[config.mk]
export PLATFORM = sky130hd
export DESIGN_NAME = hdmi_config
export DESIGN_NICKNAME = d
export VERILOG_FILES = /design/src/rtl/hdmi_cfg_pkg.sv /design/src/rtl/hdmi_config_i2c_bit_engine.sv /design/src/rtl/hdmi_config.sv
export SDC_FILE = /design/constraint.sdc
export NUM_CORES = 1
export LEC_CHECK = 0
export ABC_CLOCK_PERIOD_IN_PS = 2800
export BUFFER_PORTS_ARGS = -buffer_cell sky130_fd_sc_hd__buf_4
export CAP_MARGIN = 20
export CORE_AREA = 5 5 76 85
export DETAILED_ROUTE_END_ITERATION = 10
export DIE_AREA = 0 0 81 90
export GPL_TIMING_DRIVEN = 0
export PLACE_DENSITY_LB_ADDON = 0.25
export SYNTH_ARGS = -nofsm -noshare
export SYNTH_HDL_FRONTEND = slang
export SYNTH_SLANG_ARGS = --single-unit
[constraint.sdc]
create_clock -name clk -period 2.8 [get_ports clk]
set_input_delay 0.28 -clock clk [delete_from_list [all_inputs] [get_ports clk]]
set_output_delay 0.28 -clock clk [all_outputs]
set_load 0.02 [all_outputs]
[src/rtl/hdmi_cfg_pkg.sv]
// Shared types and register table for the HDMI transmitter
// power-up configuration sequencer.
package hdmi_cfg_pkg;

    typedef struct packed {
        logic [7:0] addr;
        logic [7:0] val;
    } cfg_entry_t;

    localparam int CFG_LEN = 11;

    // Input ID 5, RGB 4:4:4 with separate syncs, 8-bit, rising first edge
    localparam cfg_entry_t CFG_TABLE [CFG_LEN] = '{
        '{8'h41, 8'h10},
        '{8'h98, 8'h03},
        '{8'h9A, 8'hE0},
        '{8'h9C, 8'h30},
        '{8'h9D, 8'h61},
        '{8'hA2, 8'hA4},
        '{8'hA3, 8'hA4},
        '{8'hE0, 8'hD0},
        '{8'hF9, 8'h00},
        '{8'h15, 8'h05},
        '{8'h16, 8'h36}
    };

    typedef enum logic [2:0] {
        S_IDLE, S_XFER, S_CHECK, S_FIN, S_FAIL
    } cfg_state_t;

    typedef enum logic [2:0] {
        CMD_START, CMD_BIT0, CMD_BIT1, CMD_RX_ACK, CMD_STOP, CMD_GAP
    } i2c_cmd_t;

    typedef enum logic [1:0] {
        PH_START, PH_DATA, PH_STOP, PH_GAP
    } xfer_ph_t;

endpackage

[src/rtl/hdmi_config_i2c_bit_engine.sv]
// Executes one I2C slot (START, data bit, ACK, STOP or gap) of
// four CLK_DIV-cycle quarters and drives the open-drain enables.
module i2c_bit_engine
    import hdmi_cfg_pkg::*;
#(
    parameter int CLK_DIV = 125
) (
    input  logic     clk,
    input  logic     rst,
    input  i2c_cmd_t i_cmd,
    input  logic     i_valid,
    output logic     o_rdy,
    output logic     o_slot_done,
    output logic     o_ack_n,
    output logic     o_scl_oe,
    output logic     o_sda_oe,
    input  logic     i_sda
);

    localparam int DW = $clog2(CLK_DIV);

    logic [DW-1:0] r_div;
    logic [1:0]    r_q;
    logic          r_act;
    i2c_cmd_t      r_cmd;
    logic [1:0]    r_sync;
    logic          r_ack_n;

    logic w_qend;
    logic w_last;
    logic w_sample;
    logic w_low;

    assign w_qend      = (r_div == DW'(CLK_DIV - 1));
    assign w_last      = r_act && w_qend && (r_q == 2'd3);
    assign w_sample    = r_act && w_qend && (r_q == 2'd2)
                         && (r_cmd == CMD_RX_ACK);
    assign w_low       = (r_q == 2'd0) || (r_q == 2'd3);
    assign o_rdy       = !r_act || w_last;
    assign o_slot_done = w_last;
    assign o_ack_n     = r_ack_n;

    // Idle bus reads high, so the synchronizer resets to 1
    always_ff @(posedge clk or posedge rst) begin
        if (rst) begin
            r_sync <= 2'b11;
        end else begin
            r_sync <= {r_sync[0], i_sda};
        end
    end

    always_ff @(posedge clk or posedge rst) begin
        if (rst) begin
            r_act   <= 1'b0;
            r_cmd   <= CMD_GAP;
            r_div   <= '0;
            r_q     <= '0;
            r_ack_n <= 1'b0;
        end else if (i_valid && o_rdy) begin
            r_act   <= 1'b1;
            r_cmd   <= i_cmd;
            r_div   <= '0;
            r_q     <= '0;
            r_ack_n <= 1'b0;
        end else if (r_act) begin
            if (w_sample) r_ack_n <= r_sync[1];
            if (w_last) r_act <= 1'b0;
            if (w_qend) begin
                r_div <= '0;
                r_q   <= r_q + 2'd1;
            end else begin
                r_div <= r_div + 1'b1;
            end
        end
    end

    always_comb begin
        o_scl_oe = 1'b0;
        o_sda_oe = 1'b0;
        if (r_act) begin
            unique case (r_cmd)
                CMD_START: begin
                    o_sda_oe = r_q[1];
                    o_scl_oe = (r_q == 2'd3);
                end
                CMD_BIT0: begin
                    o_sda_oe = 1'b1;
                    o_scl_oe = w_low;
                end
                CMD_BIT1, CMD_RX_ACK: begin
                    o_scl_oe = w_low;
                end
                CMD_STOP: begin
                    o_sda_oe = !r_q[1];
                    o_scl_oe = (r_q == 2'd0);
                end
                default: begin
                    o_scl_oe = 1'b0;
                    o_sda_oe = 1'b0;
                end
            endcase
        end
    end

endmodule

[src/rtl/hdmi_config.sv]
// Walks the HDMI transmitter register table over a write-only I2C
// master, retrying NACKed entries, and reports done or err.
module hdmi_config
    import hdmi_cfg_pkg::*;
#(
    parameter int         CLK_DIV   = 125,
    parameter logic [6:0] DEV_ADDR  = 7'h39,
    parameter int         RETRY_MAX = 3
) (
    input  logic       clk,
    input  logic       rst,
    input  logic       start,
    output logic       busy,
    output logic       done,
    output logic       err,
    output logic [3:0] err_idx,
    output logic       HDMI_SCL_OE,
    output logic       HDMI_SDA_OE,
    input  logic       HDMI_SDA_IN
);

    localparam int RW = $clog2(RETRY_MAX + 2);

    cfg_state_t    r_state;
    cfg_state_t    w_next;
    logic [3:0]    r_idx;
    logic [RW-1:0] r_retry;
    xfer_ph_t      r_ph;
    logic [1:0]    r_byte;
    logic [3:0]    r_bit;
    logic          r_nack;
    logic          r_busy;
    logic          r_done;
    logic          r_err;
    logic [3:0]    r_err_idx;

    cfg_entry_t w_ent;
    i2c_cmd_t   w_cmd;
    logic [7:0] w_byte;
    logic       w_valid;
    logic       w_rdy;
    logic       w_accept;
    logic       w_slot_done;
    logic       w_ack_n;
    logic       w_last;
    logic       w_retry_out;

    assign w_ent       = CFG_TABLE[r_idx];
    assign w_valid     = (r_state == S_XFER);
    assign w_accept    = w_valid && w_rdy;
    assign w_last      = (r_idx == 4'(CFG_LEN - 1));
    assign w_retry_out = (int'(r_retry) + 1) > RETRY_MAX;

    assign busy    = r_busy;
    assign done    = r_done;
    assign err     = r_err;
    assign err_idx = r_err_idx;

    always_comb begin
        w_byte = w_ent.val;
        unique case (r_byte)
            2'd0:    w_byte = {DEV_ADDR, 1'b0};
            2'd1:    w_byte = w_ent.addr;
            default: w_byte = w_ent.val;
        endcase
    end

    always_comb begin
        w_cmd = CMD_GAP;
        unique case (r_ph)
            PH_START: w_cmd = CMD_START;
            PH_DATA: begin
                if (r_bit == 4'd8) w_cmd = CMD_RX_ACK;
                else if (w_byte[~r_bit[2:0]]) w_cmd = CMD_BIT1;
                else w_cmd = CMD_BIT0;
            end
            PH_STOP:  w_cmd = CMD_STOP;
            PH_GAP:   w_cmd = CMD_GAP;
        endcase
    end

    always_ff @(posedge clk or posedge rst) begin
        if (rst) r_state <= S_IDLE;
        else     r_state <= w_next;
    end

    // CHECK runs while the gap slot is still on the bus, so the next
    // START issues back-to-back; FIN/FAIL wait for that gap to end
    always_comb begin
        w_next = r_state;
        unique case (r_state)
            S_IDLE:  if (start) w_next = S_XFER;
            S_XFER:  if (w_accept && r_ph == PH_GAP) w_next = S_CHECK;
            S_CHECK: begin
                if (r_nack) w_next = w_retry_out ? S_FAIL : S_XFER;
                else        w_next = w_last ? S_FIN : S_XFER;
            end
            S_FIN, S_FAIL: if (w_slot_done) w_next = S_IDLE;
            default: w_next = S_IDLE;
        endcase
    end

    always_ff @(posedge clk or posedge rst) begin
        if (rst) begin
            r_idx     <= '0;
            r_retry   <= '0;
            r_ph      <= PH_START;
            r_byte    <= '0;
            r_bit     <= '0;
            r_nack    <= 1'b0;
            r_busy    <= 1'b0;
            r_done    <= 1'b0;
            r_err     <= 1'b0;
            r_err_idx <= '0;
        end else begin
            if (w_slot_done && w_ack_n) r_nack <= 1'b1;
            if (r_state == S_IDLE && start) begin
                r_idx   <= '0;
                r_retry <= '0;
                r_ph    <= PH_START;
                r_busy  <= 1'b1;
                r_done  <= 1'b0;
                r_err   <= 1'b0;
            end
            if (w_accept) begin
                unique case (r_ph)
                    PH_START: begin
                        r_ph   <= PH_DATA;
                        r_byte <= '0;
                        r_bit  <= '0;
                        r_nack <= 1'b0;
                    end
                    PH_DATA: begin
                        if (r_bit == 4'd8) begin
                            r_bit <= '0;
                            if (r_byte == 2'd2) r_ph <= PH_STOP;
                            else r_byte <= r_byte + 2'd1;
                        end else begin
                            r_bit <= r_bit + 4'd1;
                        end
                    end
                    PH_STOP:  r_ph <= PH_GAP;
                    PH_GAP:   r_ph <= PH_START;
                endcase
            end
            if (r_state == S_CHECK) begin
                if (r_nack) begin
                    if (!w_retry_out) r_retry <= r_retry + 1'b1;
                end else begin
                    r_retry <= '0;
                    if (!w_last) r_idx <= r_idx + 4'd1;
                end
            end
            if (r_state == S_FIN && w_slot_done) begin
                r_done <= 1'b1;
                r_busy <= 1'b0;
            end
            if (r_state == S_FAIL && w_slot_done) begin
                r_err     <= 1'b1;
                r_err_idx <= r_idx;
                r_busy    <= 1'b0;
            end
        end
    end

    i2c_bit_engine #(
        .CLK_DIV(CLK_DIV)
    ) u_eng (
        .clk        (clk),
        .rst        (rst),
        .i_cmd      (w_cmd),
        .i_valid    (w_valid),
        .o_rdy      (w_rdy),
        .o_slot_done(w_slot_done),
        .o_ack_n    (w_ack_n),
        .o_scl_oe   (HDMI_SCL_OE),
        .o_sda_oe   (HDMI_SDA_OE),
        .i_sda      (HDMI_SDA_IN)
    );

endmodule

Word level (Yosys, flattened, before mapping)
Memory sizes are Yosys's and may differ from the RTL's.
Cells that the tools add are included.
- order comparisons: 3
- add/subtract/negate cells: 7
- multiplexer cells: 58
- reduce and logical (&&, ||, !) cells: 33
- equality and inequality tests: 23
- bitwise gates (word level): 2
- operators with widths (cell ; number):
    $mux W16 ; 2
    $mux W3 ; 9
    $mux W2 ; 12
    $pmux W3 S4 ; 2
    $mux W7 ; 3
    $mux W4 ; 5
    $mux W1 ; 18
    $pmux W8 S2 ; 1
    $eq A3 B2 Y1 const B ; 4
    $reduce_bool A2 Y1 ; 6
    $eq A2 B2 Y1 const B ; 5
    $logic_and A1 B1 Y1 ; 10
    $add A4 B1 Y4 const B ; 2
    $eq A4 B4 Y1 const B ; 2
    $ne A2 B2 Y1 const B ; 4
    $pmux W2 S4 ; 1
    $pmux W4 S2 ; 1
    $add A7 B1 Y7 const B ; 1
    $eq A7 B7 Y1 const B ; 1
    $eq A3 B1 Y1 const B ; 2
    $eq A3 B3 Y1 const B ; 2
    $logic_not A2 Y1 ; 3
    $logic_not A3 Y1 ; 2
    $pmux W1 S3 ; 2
    other kinds (20) ; 26
- register bits: 42
- bits in read-only memories: 256
- word-level logic and storage cells: 144
- bits of input ports: 4
- output and inout port bits: 9
- memories: 1
- memory list (memory ; depth ; width ; rd ports ; clocked after memory_dff ; wr ports ; line ; RTL):
    (name not given) ; 16 ; 16 ; 1 ; 0 ; 0 ; hdmi_config.sv:48 ; assign w_ent = CFG_TABLE[r_idx];

Longest topological paths before layout
Gate-level depths: netlist of run 1.
- depth in word-level cells: 10
- gate-level depth with buffers: 9
- mapped depth without buffers: 8

Hierarchy
From an unflattened synthesis of run 1, not the netlist that was laid out.
- cells, all modules: 307
- area total of the unflattened synthesis: 2745.1 µm²
- by module, submodules not included (module ; sequential area each (µm²) ; instances ; area each (µm²) ; cells an instance):
    hdmi_config ; 650.6 ; 1 ; 1843.0 ; 222
    i2c_bit_engine ; 405.4 ; 1 ; 902.1 ; 85

Worst setup path after synthesis of run 1
Ideal clock, no wire load.
- kind: reg-to-reg
- start point: register r_idx[0]
- end point: register u_eng.r_cmd[1]
- buffers on the path: 0
- clock period less this slack: 1.986 ns
- slack: 0.814 ns
- arrival time: 1.867 ns
- library setup time: 0.119 ns
- required time: 2.681 ns
- stages on the path, launching flop included: 8
- cells stage by stage: dfrtp_1 inv_1 ha_1 mux2_4 a2111o_1 a31oi_1 o21ai_1 o21ba_1
- longest elaborated chain between the ends: 10
- ends and longest elaborated chain (item ; line ; RTL):
    start: declaration ; hdmi_config.sv:26 ; logic [3:0] r_idx;
    start signal: assignment ; hdmi_config.sv:151 ; if (!w_last) r_idx <= r_idx + 4'd1;
    $not A4 Y5 (implied by the code) ; hdmi_config.sv:48 ;
    $mem_v2 Z16 W16 ; n/a ;
    $mux W16 (implied by the code) (2 in series) ; hdmi_config.sv:48 ;
    $pmux W8 S2 ; hdmi_config.sv:61 ; unique case (r_byte)
    $bmux W1 S3 ; hdmi_config.sv:74 ; else if (w_byte[~r_bit[2:0]]) w_cmd = CMD_BIT1;
    $mux W1 (implied by the code) ; hdmi_config.sv:74 ;
    $mux W2 ; hdmi_config.sv:74 ;
    $mux W2 ; hdmi_config.sv:73 ; if (r_bit == 4'd8) w_cmd = CMD_RX_ACK;
    $pmux W3 S4 ; hdmi_config.sv:70 ; unique case (r_ph)
    end signal: assignment ; hdmi_config_i2c_bit_engine.sv:61 ; r_cmd <= i_cmd;
    end: declaration ; hdmi_config_i2c_bit_engine.sv:25 ; i2c_cmd_t r_cmd;
No other way between the ends. The select of a mux whose other input is x is not followed.
A chain may end at the register's enable or synchronous reset.

Worst setup path in the final report of run 1
Same ends and word-level chain as after synthesis.

==> key figures, run 1 <==
Global routing
  – Total routing usage reported by global routing: 0.1624
  – Wire length of the first global-routing pass: just under 10000 um
  – Number of global-route vias before repair: approximately 2100
  – GRT overflow: 0
  – Antenna violations before repair: 0
  – Pin count of the biggest net entering global routing: 43

Setup path
  – Crit-path cells: inv_1, ha_1, mux2_4, a2111o_1, a31oi_1, o21ai_1, o21ba_1
  – Endpoint required time on the critical path: about 3 ns
  – Master of the slowest instance on the critical path: sky130_fd_sc_hd__dfrtp_1
  – Category of the worst setup path capture point: flop
  – CP max stage delay: 0.54 ns
  – Worst Path Arrival: 2.55 ns
  – Number of buffer and inverter instances along the worst setup path: 1
  – Cell class contributing the biggest share of worst-path delay: compound AO/OA/AOI/OAI gates
  – Maximum net fanout on the critical path: 9
  – Type of the setup path with the least slack: reg -> reg
  – Category of the worst setup path launch point: flop

Synthesis
  – Share of the synthesized area in the top cell type: 0.3548
  – Number of synthesized register bits: 42
  – Largest area contributor in the synthesized netlist: sky130_fd_sc_hd__dfrtp_1
  – Ranking of synthesized cells by area: sky130_fd_sc_hd__dfrtp_1, sky130_fd_sc_hd__ha_1, sky130_fd_sc_hd__o21ai_0
  – Most numerous cell in the Yosys netlist: sky130_fd_sc_hd__dfrtp_1
  – Number of flops mapped to enable cells by yosys: 0
  – Cells after Synth: approximately 300
  – Post-synthesis net count: between 300 and 400
  – Synth async-reset ratio: 1.000
  – Number of distinct library cells after synthesis: 59
  – Seq/Total Area, Yosys: 0.3940
  – Flip-flop cell with the highest count after synthesis: sky130_fd_sc_hd__dfrtp_1
  – Number of warnings reported in the yosys synthesis log: 0
  – Cell area after synthesis: 2680 sq um
  – Top cell types by occurrence after synthesis: sky130_fd_sc_hd__dfrtp_1, sky130_fd_sc_hd__nand2_1, sky130_fd_sc_hd__o21ai_0
  – Synthesized area divided by synthesized cell count: approximately 8.9 sq um

STA
  – Sum Neg Setup Slack: 0 ns
  – Final period demand of the worst path: ~2.4 ns
  – Tcrit/Tclk final: 0.8450
  – Final setup fails: 0
  – Final Max Tran Viols: 0
  – Unrepaired setup endpoints after global routing: false
  – Maximum clock skew at final layout: 0.004094 ns
  – Worst Tran Pin Value: 0.8682 ns
  – Max-Slew Margin vs Limit: 0.4203
  – Post-layout worst setup margin: 0.4339 ns
  – Fmax: roughly 420 MHz
  – Endpoints failing hold: 0

Layout
  – Area Overhead vs Synth: 11.16%
  – ANT cells: 0
  – Post-Layout Cell Count: 398
  – Number of nets in the layout: approximately 340
  – Final design area excluding fillers: ~3000 sq um
  – Fill cell count: approximately 530
  – Proportion of layout cells with a drive suffix above 1: 0.1558

Placement
  – Placer congestion estimate: just over 0.8
  – Placement Setup Slack: 0.5305 ns
  – Placed cell areas: 2867 sq um
  – Detail Placement HPWL: between 3000 and 4000 um
  – # port buffers: 12
  – Cell count after placement: around 400

Die
  – Boundary Pins: 13
  – Die Span X: between 80 and 90 um
  – Core Box Area: around 5600 sq um
  – Total number of placement rows: 29
  – Die Height: ~90 um
  – Die footprint: 7290 sq um
  – Initial core utilization: 0.4796

Clocking
  – Number of hold-repair buffers added at the cts stage: 0
  – CTS tree: yes
  – Number of buffers inserted by post-CTS setup repair: 0
  – Maximum number of buffers from clock root to sink: 2
  – # H-tree levels: 2
  – Clock slew at reported path FFs: approximately 0.080 ns
  – Source-to-sink clock delay at the later pin of the worst-skew pair: 0.29 ns
  – Clock buffer count from CTS: 5
  – Cell chosen for the clock root: sky130_fd_sc_hd__clkbuf_8
  – Clk sinks: 42
  – Number of gates resized after CTS: 0

Routing
  – Vias per cell: approximately 5.6
  – Number of violations reported at the end of detailed-routing iteration 0: 87
  – DR vias: ~2200
  – Routed Antenna Nets: 0
  – Routed length per instance: approximately 14 um
  – Met3 routed WL: roughly 140 um
  – DR top layer: met4
  – Post-route DRC violation count: 0
  – Met1 layer wirelength in the final routing: approximately 2700 um
  – Pre-Repair DR Iteration Count: 4
  – Final routed wirelength across all metal layers: 5597 um
  – Detail Route met2 WL: around 2700 um

Status
  – Status: complete, no violations

Power
  – PnR Total Power: approximately 1.1 mW
  – Max rail drop VDD: ~190 uV
  – Static Leakage: roughly 1.3 nW
  – Power per unit of standard cell area: 375.8 nW/um^2

Job
  – Max capacitance violation total: 0

Hold path
  – Worst hold-check path type: in -> reg
sequential cells by signal (all words and copies together), names as in the netlist, named ones only:
name / flops
done: 1
u_eng.r_q: 2
r_byte: 2
err_idx: 4
r_idx: 4
u_eng.r_sync: 2
err: 1
r_state: 3
u_eng.o_ack_n: 1
u_eng.r_div: 7
u_eng.r_act: 1
r_nack: 1
busy: 1
u_eng.r_cmd: 3
r_retry: 3
r_ph: 1
r_bit: 4
worst reg2reg max path: cells and delay by family, from the launching register on:
kind	cells	cell delay, ns
muxes	1	0.30
AOI/OAI and AO/OA	4	0.93
DFF	1	0.54
adders and majority gates	1	0.32
buffers and inverters	1	0.18
through the flow:
step | utilization | hold slack, ns
6_report | 0.5331 | 0.09117
5_1_grt | 0.5331 | 0.07883
4_1_cts | 0.5331 | 0.08261
3_5_place_dp | 0.5130 | 0.3476
3_3_place_gp | 0.5130 | 0.3472
2_1_floorplan | - | 0.2845
logic make-up (layout without fill, tap and decap cells):
kind of cell	count (synthesis)	count (layout)	synth area share
mux	10	10	0.04201
xor+xnor	1	1	0.003269
compound gates	82	82	0.2040
buf+inv	31	50	0.04995
fa+ha+maj	17	17	0.07936
simple gates	119	119	0.2274
flops	42	42	0.3940
placed cells by master (no fill, tap or decap), types with 8 or more instances in the layout:
cell type	count
sky130_fd_sc_hd__dfrtp_1	38
sky130_fd_sc_hd__inv_1	17
sky130_fd_sc_hd__ha_1	17
sky130_fd_sc_hd__o21ai_0	34
sky130_fd_sc_hd__buf_2	8
sky130_fd_sc_hd__nand2_1	36
sky130_fd_sc_hd__a21oi_1	11
sky130_fd_sc_hd__nor2_1	20
sky130_fd_sc_hd__nand2b_1	8
sky130_fd_sc_hd__buf_4	12
sky130_fd_sc_hd__nand3_1	18
power breakdown:
part	total, mW	internal (mW)	switching, mW
sequential	0.609	0.609	0.000594
combinational	0.0147	0.00276	0.0120
clock	0.496	0.286	0.210
final cells by class:
| type | instances | area [sq um] | area share |
|---|---|---|---|
| buffer | 13 | 66.31 | 0.02226 |
| clock buffer | 6 | 82.58 | 0.02772 |
| clock inverter | 1 | 30.03 | 0.01008 |
| inverter | 18 | 67.56 | 0.02268 |
| multi-input combinational | 229 | 1490 | 0.5002 |
| sequential | 42 | 1056 | 0.3545 |
| tap | 77 | 96.34 | 0.03234 |
| timing repair buffer | 12 | 90.09 | 0.03024 |
final timing paths:
| path | startpoint | end | slack (ns) | cells after the start |
|---|---|---|---|---|
| min in group asynchronous | rst | err | 0.16 | 2 |
| setup reg to reg | r_idx[0] | u_eng.r_cmd[1] | 0.43 | 7 |
| hold reg to reg | u_eng.r_sync[0] | u_eng.r_sync[1] | 0.36 | 0 |
| setup / recovery | r_idx[0] | u_eng.r_cmd[1] | 0.43 | 7 |
| max in group asynchronous | rst | r_bit[0] | 2.08 | 2 |
| hold / removal | HDMI_SDA_IN | u_eng.r_sync[0] | 0.09 | 1 |
routing by layer:
metal | GRT usage | vias up
met2 | 0.2610 | 32
met5 | 0 | -
met3 | 0.03000 | 6
li1 | - | 1117
met4 | 0.04930 | 0
met1 | 0.2191 | 1072
Power figures use the tool's default switching activity.
==> run 2, diff against run 1 <==
ABC_AREA = 1   (was default)
ABC_CLOCK_PERIOD_IN_PS = 2200   (was 2800)
clock period = 2.2 ns   (was 2.8 ns; I/O delays follow)
==> run 2 against run 1 <==
Effect of this change:
- setup slack got worse by 0.13 ns
- die area is the same
- first-iteration DRC count rose by 1.1%
- flip-flop and latch count stayed put
- combinational power grew to 89 times the previous value
- cell count up 10%
- cell area down 2.4%
- clock power increased by 0.8%
- wire length decreased by 8.4%
- sequential share of layout area rose by 0.89 points
- count of clock-buffer cells in the layout did not move
- synthesized cell count increased by 13%
==> key figures, run 2 <==
Layout
  – Largest register by flop count: u_eng.r_div
  – Number of nets in the layout: 382 (+12%)
  – Final design area excluding fillers: 2907 sq um (-2.4%)
  – Area Overhead vs Synth: 10.36%
  – Final design utilization: 0.5202 (-0.01299)
  – Proportion of layout cells with a drive suffix above 1: 0.1243 (-0.03145)
  – Flip-flop count of the largest register, all copies and words added: 7 (unchanged)
  – ANT cells: 0 (unchanged)
  – Most common cell after layout, fill and taps aside: sky130_fd_sc_hd__nand2_1
  – Top library cells by usage in the layout, fill and taps aside: sky130_fd_sc_hd__nand2_1, sky130_fd_sc_hd__inv_1, sky130_fd_sc_hd__dfrtp_1

STA
  – Fmax: 526.5 MHz (+25%)
  – Final Max Tran Viols: 0 (unchanged)
  – Post-layout worst setup margin: 0.3007 ns (-0.1333 ns)
  – Endpoints failing hold: 0 (unchanged)
  – Worst Tran Pin Value: 0.8508 ns (-0.01745 ns)
  – Tcrit/Tclk final: 0.8633 (+0.01831)
  – Max-Slew Margin vs Limit: 0.4320 (+0.01165)
  – Sum Neg Setup Slack: 0 ns (unchanged)
  – Final period demand of the worst path: 1.899 ns (-0.4667 ns)
  – Unrepaired setup endpoints after global routing: false
  – Final setup fails: 0 (unchanged)
  – Maximum clock skew at final layout: 0.002502 ns (-0.001592 ns)

Die
  – Total number of placement rows: 29 (unchanged)
  – Core Box Area: 5588 sq um (unchanged)
  – Die Height: 90 um (unchanged)
  – Initial core utilization: 0.4713 (-0.008285)
  – Die Span X: 81 um (unchanged)
  – Die footprint: 7290 sq um (unchanged)
  – Boundary Pins: 13 (unchanged)

Placement
  – Placement Setup Slack: 0.3045 ns (-0.2260 ns)
  – Placer congestion estimate: 0.8529 (+4.8%)
  – # port buffers: 12 (unchanged)
  – Detail Placement HPWL: 3935 um (-0.74%)
  – Placed cell areas: 2820 sq um (-1.6%)

Clocking
  – Source-to-sink clock delay at the later pin of the worst-skew pair: 0.29 ns (about the same)
  – Clock slew at reported path FFs: 0.08 ns (about the same)
  – Number of buffers inserted by post-CTS setup repair: 0 (unchanged)
  – Maximum number of buffers from clock root to sink: 2 (unchanged)
  – Clock buffer count from CTS: 5 (unchanged)
  – CTS tree: yes
  – Number of hold-repair buffers added at the cts stage: 0 (unchanged)
  – # H-tree levels: 2 (unchanged)
  – Number of gates resized after CTS: 0 (unchanged)
  – Cell chosen for the clock root: sky130_fd_sc_hd__clkbuf_8
  – Clk sinks: 42 (unchanged)

Routing
  – Final routed wirelength across all metal layers: 5128 um (-8.4%)
  – Met1 layer wirelength in the final routing: 2494 um (-7.8%)
  – Met3 routed WL: 123 um (-11%)
  – Routed length per instance: 11.68 um (-17%)
  – Vias per cell: 5.109 (-8.7%)
  – Pre-Repair DR Iteration Count: 4 (unchanged)
  – Detail Route met2 WL: 2447 um (-9.2%)
  – Post-route DRC violation count: 0 (unchanged)
  – Number of violations reported at the end of detailed-routing iteration 0: 88 (+1.1%)
  – DR vias: 2243 (+0.72%)
  – Routed Antenna Nets: 0 (unchanged)
  – DR top layer: met4

Power
  – Max rail drop VDD: 412.5 uV (+120%)
  – Power per unit of standard cell area: 1022 nW/um^2 (+170%)
  – PnR Total Power: 2.970 mW (+170%)
  – Static Leakage: 1.408 nW (+5.6%)

Global routing
  – Antenna violations before repair: 0 (unchanged)
  – Number of global-route vias before repair: 2127 (-0.094%)
  – Pin count of the biggest net entering global routing: 43 (unchanged)
  – Total routing usage reported by global routing: 0.1583 (-0.004102)
  – GRT overflow: 0 (unchanged)
  – Wire length of the first global-routing pass: 9480 um (-1.5%)

Setup path
  – Cell class contributing the biggest share of worst-path delay: simple AND/OR/NAND/NOR gates
  – Worst Path Arrival: 2.09 ns (-0.46 ns)
  – Launch point of the critical path: r_byte[0]
  – Maximum net fanout on the critical path: 7 (-2)
  – Category of the worst setup path launch point: flop
  – Master of the slowest instance on the critical path: sky130_fd_sc_hd__dfrtp_1
  – Category of the worst setup path capture point: flop
  – Endpoint required time on the critical path: 2.39 ns (-0.60 ns)
  – Cell mode on critical path: sky130_fd_sc_hd__nand2_1
  – CP max stage delay: 0.39 ns (-0.15 ns)
  – Launch point of the worst reg-to-reg path: r_byte[0]
  – Number of buffer and inverter instances along the worst setup path: 1 (unchanged)
  – Crit-path cells: inv_1, ha_1, nor2_1, nand2_1, nor2_1, nor2_1, a21oi_1, nand2_1, nand2_1, nand3_1, nand2_1, nand2_1
  – Type of the setup path with the least slack: reg -> reg

Hold path
  – Worst hold-check path type: in -> reg
  – Launch instance of the worst min-delay path: HDMI_SDA_IN

Synthesis
  – Seq/Total Area, Yosys: 0.4010 (+0.006926)
  – Number of flops mapped to enable cells by yosys: 0 (unchanged)
  – Number of synthesized register bits: 42 (unchanged)
  – Flip-flop cell with the highest count after synthesis: sky130_fd_sc_hd__dfrtp_1
  – Share of the synthesized area in the top cell type: 0.3610 (+0.006237)
  – Top cell types by occurrence after synthesis: sky130_fd_sc_hd__nand2_1, sky130_fd_sc_hd__inv_1, sky130_fd_sc_hd__dfrtp_1
  – Number of warnings reported in the yosys synthesis log: 0 (unchanged)
  – Cell area after synthesis: 2634 sq um (-1.7%)
  – Largest area contributor in the synthesized netlist: sky130_fd_sc_hd__dfrtp_1
  – Synthesized area divided by synthesized cell count: 7.701 sq um (-13%)
  – Synth async-reset ratio: 1.000 (unchanged)
  – Post-synthesis net count: 363 (+12%)
  – Number of distinct library cells after synthesis: 40 (-32%)
  – Ranking of synthesized cells by area: sky130_fd_sc_hd__dfrtp_1, sky130_fd_sc_hd__nand2_1, sky130_fd_sc_hd__ha_1
  – Most numerous cell in the Yosys netlist: sky130_fd_sc_hd__nand2_1
  – Cells after Synth: 342 (+13%)

Job
  – Max capacitance violation total: 0 (unchanged)

Status
  – Status: complete, no violations
[run 2: cell count changes in the layout (fill, tap and decap cells not counted), sizes merged, moves of 10 or more]
cell and change:
nand2 +53, nand3 +14, inv +26, nor2 +10
[run 2: final timing paths]
path                                        end  slack [ns]  cells past startpoint
worst min register to register  u_eng.r_sync[1]        0.36                      0
worst max register to register   u_eng.r_cmd[1]        0.30                     12
max in group asynchronous        u_eng.r_div[1]        1.56                      2
worst max-delay path             u_eng.r_cmd[1]        0.30                     12
worst min-delay path            u_eng.r_sync[0]        0.03                      1
min in group asynchronous              r_idx[1]        0.09                      2
[run 2: metrics by stage]
step / hold slack, ns / cells
2_1_floorplan: 0.2245 / 342
3_3_place_gp: 0.3290 / 431
3_5_place_dp: 0.3295 / 431
4_1_cts: 0.01817 / 439
5_1_grt: 0.01152 / 439
6_report: 0.02882 / 439
[run 2: cell families (layout without fill, tap and decap cells)]
kind of cell | Yosys count | after routing | share of synthesized area
AOI/OAI and AO/OA | 61 | 61 | 0.1354
xor gates and xnor gates | 3 | 3 | 0.009978
adders and majority gates | 17 | 17 | 0.08076
buffers and inverters | 50 | 70 | 0.07553
DFF | 42 | 42 | 0.4009
muxes | 2 | 2 | 0.008550
and+or+nand+nor | 167 | 167 | 0.2888
[run 2: final cells by class]
cell class,count,area (sq um)
buffer,5,30.03
clock buffer,6,72.57
clock inverter,2,13.76
fill,568,2681
inverter,45,168.9
multi-input combinational,250,1379
sequential,42,1056
tap,77,96.34
timing repair buffer,12,90.09
[run 2: worst reg2reg max path, stage by stage, from the launching register on]
cell and delay [ns]:
sky130_fd_sc_hd__dfrtp_1 0.39, sky130_fd_sc_hd__inv_1 0.09, sky130_fd_sc_hd__ha_1 0.24, sky130_fd_sc_hd__nor2_1 0.37
sky130_fd_sc_hd__nand2_1 0.10, sky130_fd_sc_hd__nor2_1 0.10, sky130_fd_sc_hd__nor2_1 0.05, sky130_fd_sc_hd__a21oi_1 0.13
sky130_fd_sc_hd__nand2_1 0.07, sky130_fd_sc_hd__nand2_1 0.08, sky130_fd_sc_hd__nand3_1 0.06, sky130_fd_sc_hd__nand2_1 0.08
sky130_fd_sc_hd__nand2_1 0.05
[run 2: routing by layer]
| layer | GRT usage | vias to the layer above |
|---|---|---|
| met1 | 0.2099 | 1058 |
| met2 | 0.2603 | 21 |
| met5 | 0 | - |
| met4 | 0.04648 | 0 |
| li1 | - | 1160 |
| met3 | 0.02800 | 4 |
[run 2: report_power, final]
part	switching, mW	total [mW]	internal, mW
logic	0.826	1.31	0.485
clock network	0.276	0.500	0.224
registers	0.199	1.16	0.959
total	1.30	2.97	1.67
